[src/rtl/fetch_unit.sv]
// fetch_unit -- instruction fetch stage feeding the control unit.
//
// Holds the program counter and fetches 16-bit instruction words from
// instruction memory over a req/ack handshake. The fetched word sits in a
// stable instruction register until the control unit asks for the next one
// (next_instr) or redirects fetch (pc_load).
//
// Parameters:
//   RESET_PC  first fetch address after reset
//   NOP_WORD  instruction register contents while no valid word is held
// Ports:
//   clk, reset          rising-edge clock, synchronous active-high reset
//   mem_req/mem_addr    fetch request and word address (mem_addr = pc)
//   mem_ack/mem_rdata   memory response, sampled only while mem_req=1
//   instruction         instruction register
//   ir_valid            instruction holds a fetched, non-discarded word
//   ir_pc               address the current instruction came from
//   next_instr          pulse: advance to pc+1
//   pc_load/pc_target   pulse: redirect fetch to pc_target
module fetch_unit #(
  parameter logic [15:0] RESET_PC = 16'h0000,
  parameter logic [15:0] NOP_WORD = 16'h0000
) (
  input  logic        clk,
  input  logic        reset,
  output logic        mem_req,
  output logic [15:0] mem_addr,
  input  logic        mem_ack,
  input  logic [15:0] mem_rdata,
  output logic [15:0] instruction,
  output logic        ir_valid,
  output logic [15:0] ir_pc,
  input  logic        next_instr,
  input  logic        pc_load,
  input  logic [15:0] pc_target
);

  typedef enum logic [1:0] {
    S_IDLE,
    S_FETCH,
    S_HOLD
  } state_t;

  state_t      state_q, state_d;
  logic [15:0] pc_q, pc_d;
  logic [15:0] instr_q, instr_d;
  logic [15:0] ir_pc_q, ir_pc_d;
  logic        redirect_pend_q, redirect_pend_d;
  logic [15:0] redirect_addr_q, redirect_addr_d;

  always_comb begin
    state_d         = state_q;
    pc_d            = pc_q;
    instr_d         = instr_q;
    ir_pc_d         = ir_pc_q;
    redirect_pend_d = redirect_pend_q;
    redirect_addr_d = redirect_addr_q;

    unique case (state_q)
      S_IDLE: begin
        state_d = S_FETCH;
      end

      S_FETCH: begin
        if (!mem_ack) begin
          // The request cannot be withdrawn, so a redirect is parked until
          // the in-flight word comes back and is thrown away.
          if (pc_load) begin
            redirect_pend_d = 1'b1;
            redirect_addr_d = pc_target;
          end
        end else if (pc_load) begin
          // A same-cycle redirect is newer than any parked one.
          pc_d            = pc_target;
          redirect_pend_d = 1'b0;
        end else if (redirect_pend_q) begin
          pc_d            = redirect_addr_q;
          redirect_pend_d = 1'b0;
        end else begin
          instr_d = mem_rdata;
          ir_pc_d = pc_q;
          state_d = S_HOLD;
        end
      end

      S_HOLD: begin
        if (pc_load) begin
          pc_d    = pc_target;
          instr_d = NOP_WORD;
          state_d = S_FETCH;
        end else if (next_instr) begin
          pc_d    = pc_q + 16'd1;
          state_d = S_FETCH;
        end
      end

      default: begin
        state_d = S_IDLE;
      end
    endcase
  end

  always_ff @(posedge clk) begin
    if (reset) begin
      state_q         <= S_IDLE;
      pc_q            <= RESET_PC;
      instr_q         <= NOP_WORD;
      ir_pc_q         <= '0;
      redirect_pend_q <= 1'b0;
      redirect_addr_q <= '0;
    end else begin
      state_q         <= state_d;
      pc_q            <= pc_d;
      instr_q         <= instr_d;
      ir_pc_q         <= ir_pc_d;
      redirect_pend_q <= redirect_pend_d;
      redirect_addr_q <= redirect_addr_d;
    end
  end

  assign mem_req     = (state_q == S_FETCH);
  assign mem_addr    = pc_q;
  assign instruction = instr_q;
  assign ir_valid    = (state_q == S_HOLD);
  assign ir_pc       = ir_pc_q;

endmodule

[config.mk]
export PLATFORM = sky130hd
export DESIGN_NAME = fetch_unit
export DESIGN_NICKNAME = d
export VERILOG_FILES = /design/src/rtl/fetch_unit.sv
export SDC_FILE = /design/constraint.sdc
export NUM_CORES = 1
export LEC_CHECK = 0
export ABC_AREA = 1
export CAP_MARGIN = 0
export CELL_PAD_IN_SITES_DETAIL_PLACEMENT = 1
export CELL_PAD_IN_SITES_GLOBAL_PLACEMENT = 1
export CORE_MARGIN = 8
export CORE_UTILIZATION = 37
export CTS_CLUSTER_DIAMETER = 30
export DETAILED_ROUTE_END_ITERATION = 10
export GPL_TIMING_DRIVEN = 0
export PLACE_DENSITY = 0.86
export SYNTH_ARGS = -nofsm -noshare
export SYNTH_HDL_FRONTEND = slang
export SYNTH_SLANG_ARGS = --single-unit
[constraint.sdc]
create_clock -name clk -period 4.5 [get_ports clk]
set_input_delay 0.675 -clock clk [delete_from_list [all_inputs] [get_ports clk]]
set_output_delay 0.675 -clock clk [all_outputs]
set_load 0.01 [all_outputs]
==> results.py <==
metrics = {
    "setup_path": {
        "crit-reg2reg-capture": "redirect_addr_q[15]",
        "critPathLaunchType": "register",
        "cpPeakStageDelay_ps": 630,
        "required_ps": 3830,
        "r2r-start": "state_q[1]",
        "critPathKind": "register to primary output",
        "crit_chain": "inv_1 -> ha_1 -> clkdlybuf4s50_1",
        "worstSetupStartpoint": "state_q[1]",
        "worstRegToRegCells": 7,
        "critPathBufInv": 2,
        "cp_max_fo": 8,
        "critical_path_depth": 3,
        "cp.arrival_ps": 1890,
        "crit_family": "buffers and inverters",
        "reg2reg_slack_ps": 2570,
        "cpMaxStageDelayCell": "clkdlybuf4s50_1",
        "end_kind": "primary output",
    },
    "outcome": {
        "outcome": "finished clean",
    },
    "timing": {
        "rsz0062_at_grt": "false",
        "hold_viol": 0,
        "max_freq_ghz": 0.390,
        "setup_viol": 0,
        "finalSetupTns_ps": 0,
        "period_needed_ps": 2560,
        "fin_crit_sh_pct": 57.0,
        "hold_ws_ps": 472,
        "fin_skew_ps": 9.55,
        "final_max_slew_viol_count": 0,
        "tightest_slew_ps": 687,
        "relSlewSlack_pct": 54.2,
    },
    "placed_design": {
        "hpwl_um": 8930,
        "placed_area_mm2": 0.00425,
        "port_buffers": 85,
        "gp_congestion": 0.839,
        "placed_cells": 642,
    },
    "min_path": {
        "min_to": "instruction[15]",
        "hp-start": "instruction[15]",
        "hold_depth": 2,
        "hold_class": "register to register",
    },
    "clock_network": {
        "cts_tree": "yes",
        "cts_root_buffer": "clkbuf_8",
        "post-cts-setup-buffers": 0,
        "cts_resized": 0,
        "cts_hold_buffers": 0,
        "h-tree-depth": 3,
        "clock-sinks": 67,
        "clock_latency_ps": 350,
        "cts_buffer_depth": 2,
        "clkTransAtPathRegs_ps": 80,
        "cts_made_buffers": 9,
    },
    "floorplanning": {
        "dieArea_mm2": 0.0121,
        "die_y_um": 110,
        "rows": 34,
        "die_width_um": 110,
        "initial_utilization_pct": 37.8,
        "core_mm2": 0.00864,
        "num_io_pins": 87,
    },
    "synth": {
        "synthesis.nets": 492,
        "syn_inst": 449,
        "syn-cell-area_mm2": 0.00326,
        "ys_types": 30,
        "ys_seq_area_share_pct": 41.1,
        "syn_area_per_cell_um2": 7.26,
        "synth-seq-cells": 67,
        "synth_warnings": 0,
    },
    "finish": {
        "nets": 588,
        "stdcell_area_mm2": 0.00449,
        "fill_cells": 1109,
        "area_delta_synth_final_pct": 37.6,
        "seq_area_mm2": 0.00134,
        "num_antenna_cells": 0,
        "final_util_pct": 52.0,
        "fin_cells": 658,
        "final_cell_mix": "clkdlybuf4s50_1 (85), nand2_1 (77), dfxtp_1 (67)",
        "final_common_cell": "clkdlybuf4s50_1",
        "multi_input_area_mm2": 0.00165,
        "drive_above_1_share_pct": 10.7,
    },
    "power": {
        "ir_drop_mv": 0.304,
        "static-leakage-power_nw": 1.77,
        "power_density_mw_per_mm2": 576,
        "comb_power_share_pct": 42.8,
        "p_sw_share_pct": 39.0,
        "power_frac_seq_pct": 32.9,
        "clkPwrFrac_pct": 24.3,
        "p_int_mw": 1.58,
        "switchingPower_mw": 1.01,
    },
    "grt": {
        "grt_usage_pct": 20.3,
        "grt_overflow": 0,
        "grt_pass1_vias": 3811,
        "grt_max_degree": 12,
        "grt_pass1_wl_um": 19100,
        "antenna_found_initial": 0,
    },
    "route": {
        "drt-wirelength-per-cell_um": 18.1,
        "vias": 3553,
        "viasPerCell": 5.40,
        "drc": 0,
        "wl_um": 11900,
        "firstDrtPassIters": 5,
        "drtIter0Drc": 102,
        "drtAntennaViolNets": 0,
    },
    "run": {
        "cap_violations": 0,
    },
}
[synth_stat cells, drive strengths merged]
| master | number | area (µm²) |
|---|---|---|
| o21ai | 61 | 309 |
| buf | 13 | 105 |
| inv | 30 | 118 |
| nor2 | 61 | 231 |
| o21bai | 3 | 22.5 |
| o31ai | 1 | 7.51 |
| nand3b | 1 | 7.51 |
| nor3 | 15 | 75.1 |
| dfxtp | 67 | 1340 |
| ha | 6 | 75.1 |
| nand2 | 81 | 324 |
| nand4 | 4 | 25.0 |
| clkbuf | 12 | 45.0 |
| xor2 | 1 | 8.76 |
| a21oi | 52 | 298 |
| nand3 | 41 | 268 |
[worst max-delay path by stage]
stage	endpoint	slack (ps)
6_report	mem_req	1940
5_1_grt	mem_req	1850
4_1_cts	mem_req	1920
3_5_place_dp	mem_addr[13]	2130
3_3_place_gp	ir_pc[4]	2210
2_1_floorplan	instruction[10]	2910
[cells by family after synthesis]
| kind of cell | after synthesis | share of synthesized area (%) |
|---|---|---|
| simple gates | 203 | 28.5 |
| compound gates | 117 | 19.5 |
| buf+inv | 55 | 8.21 |
| fa+ha+maj | 6 | 2.30 |
| xor+xnor | 1 | 0.269 |
| flops | 67 | 41.1 |
[power by group through the flow]
| stage | Combinational [mW] | Clock [mW] | Sequential, mW |
|---|---|---|---|
| after floorplan | 0.619 | 0 | 0.872 |
| after global placement | 1.06 | 0 | 0.852 |
| after detailed placement | 1.11 | 0 | 0.860 |
| after CTS | 1.12 | 0.633 | 0.847 |
| after global routing | 1.21 | 0.655 | 0.868 |
| final | 1.11 | 0.629 | 0.850 |
[registers in the layout, summed over array words and instances, names as in the netlist]
signal           flops
redirect_pend_q      1
state_q              2
ir_pc               16
mem_addr            16
instruction         16
redirect_addr_q     16
[cell type report]
cell class	count	share of cell area [%]
sequential	67	29.9
buffer	25	3.35
clock buffer	11	3.15
multi-input combinational	327	36.8
clock inverter	5	2.23
timing repair buffer	85	19.0
inverter	30	2.62
tap	108	3.01
[tightest hold or removal path, delay by kind of cell (launching register included)]
family | cells | cell delay [ps]
DFF | 1 | 310
and+or+nand+nor | 1 | 60
AOI/OAI and AO/OA | 1 | 50
[per-stage QoR]
stage / worst slack (ps) / power (mW)
finish: 1940 / 2.59
detailed placement: 2130 / 1.97
CTS: 1920 / 2.60
global route: 1850 / 2.74
global placement: 2210 / 1.91
floorplan: 2910 / 1.49
[routing by layer]
layer,vias to the layer above,track usage (%),wire length (µm)
met5,-,0,0
met4,0,8.78,325
met3,31,3.63,455
met2,73,36.8,6180
met1,1758,22.6,4960
li1,1691,-,-
Power figures use the tool's default switching activity.
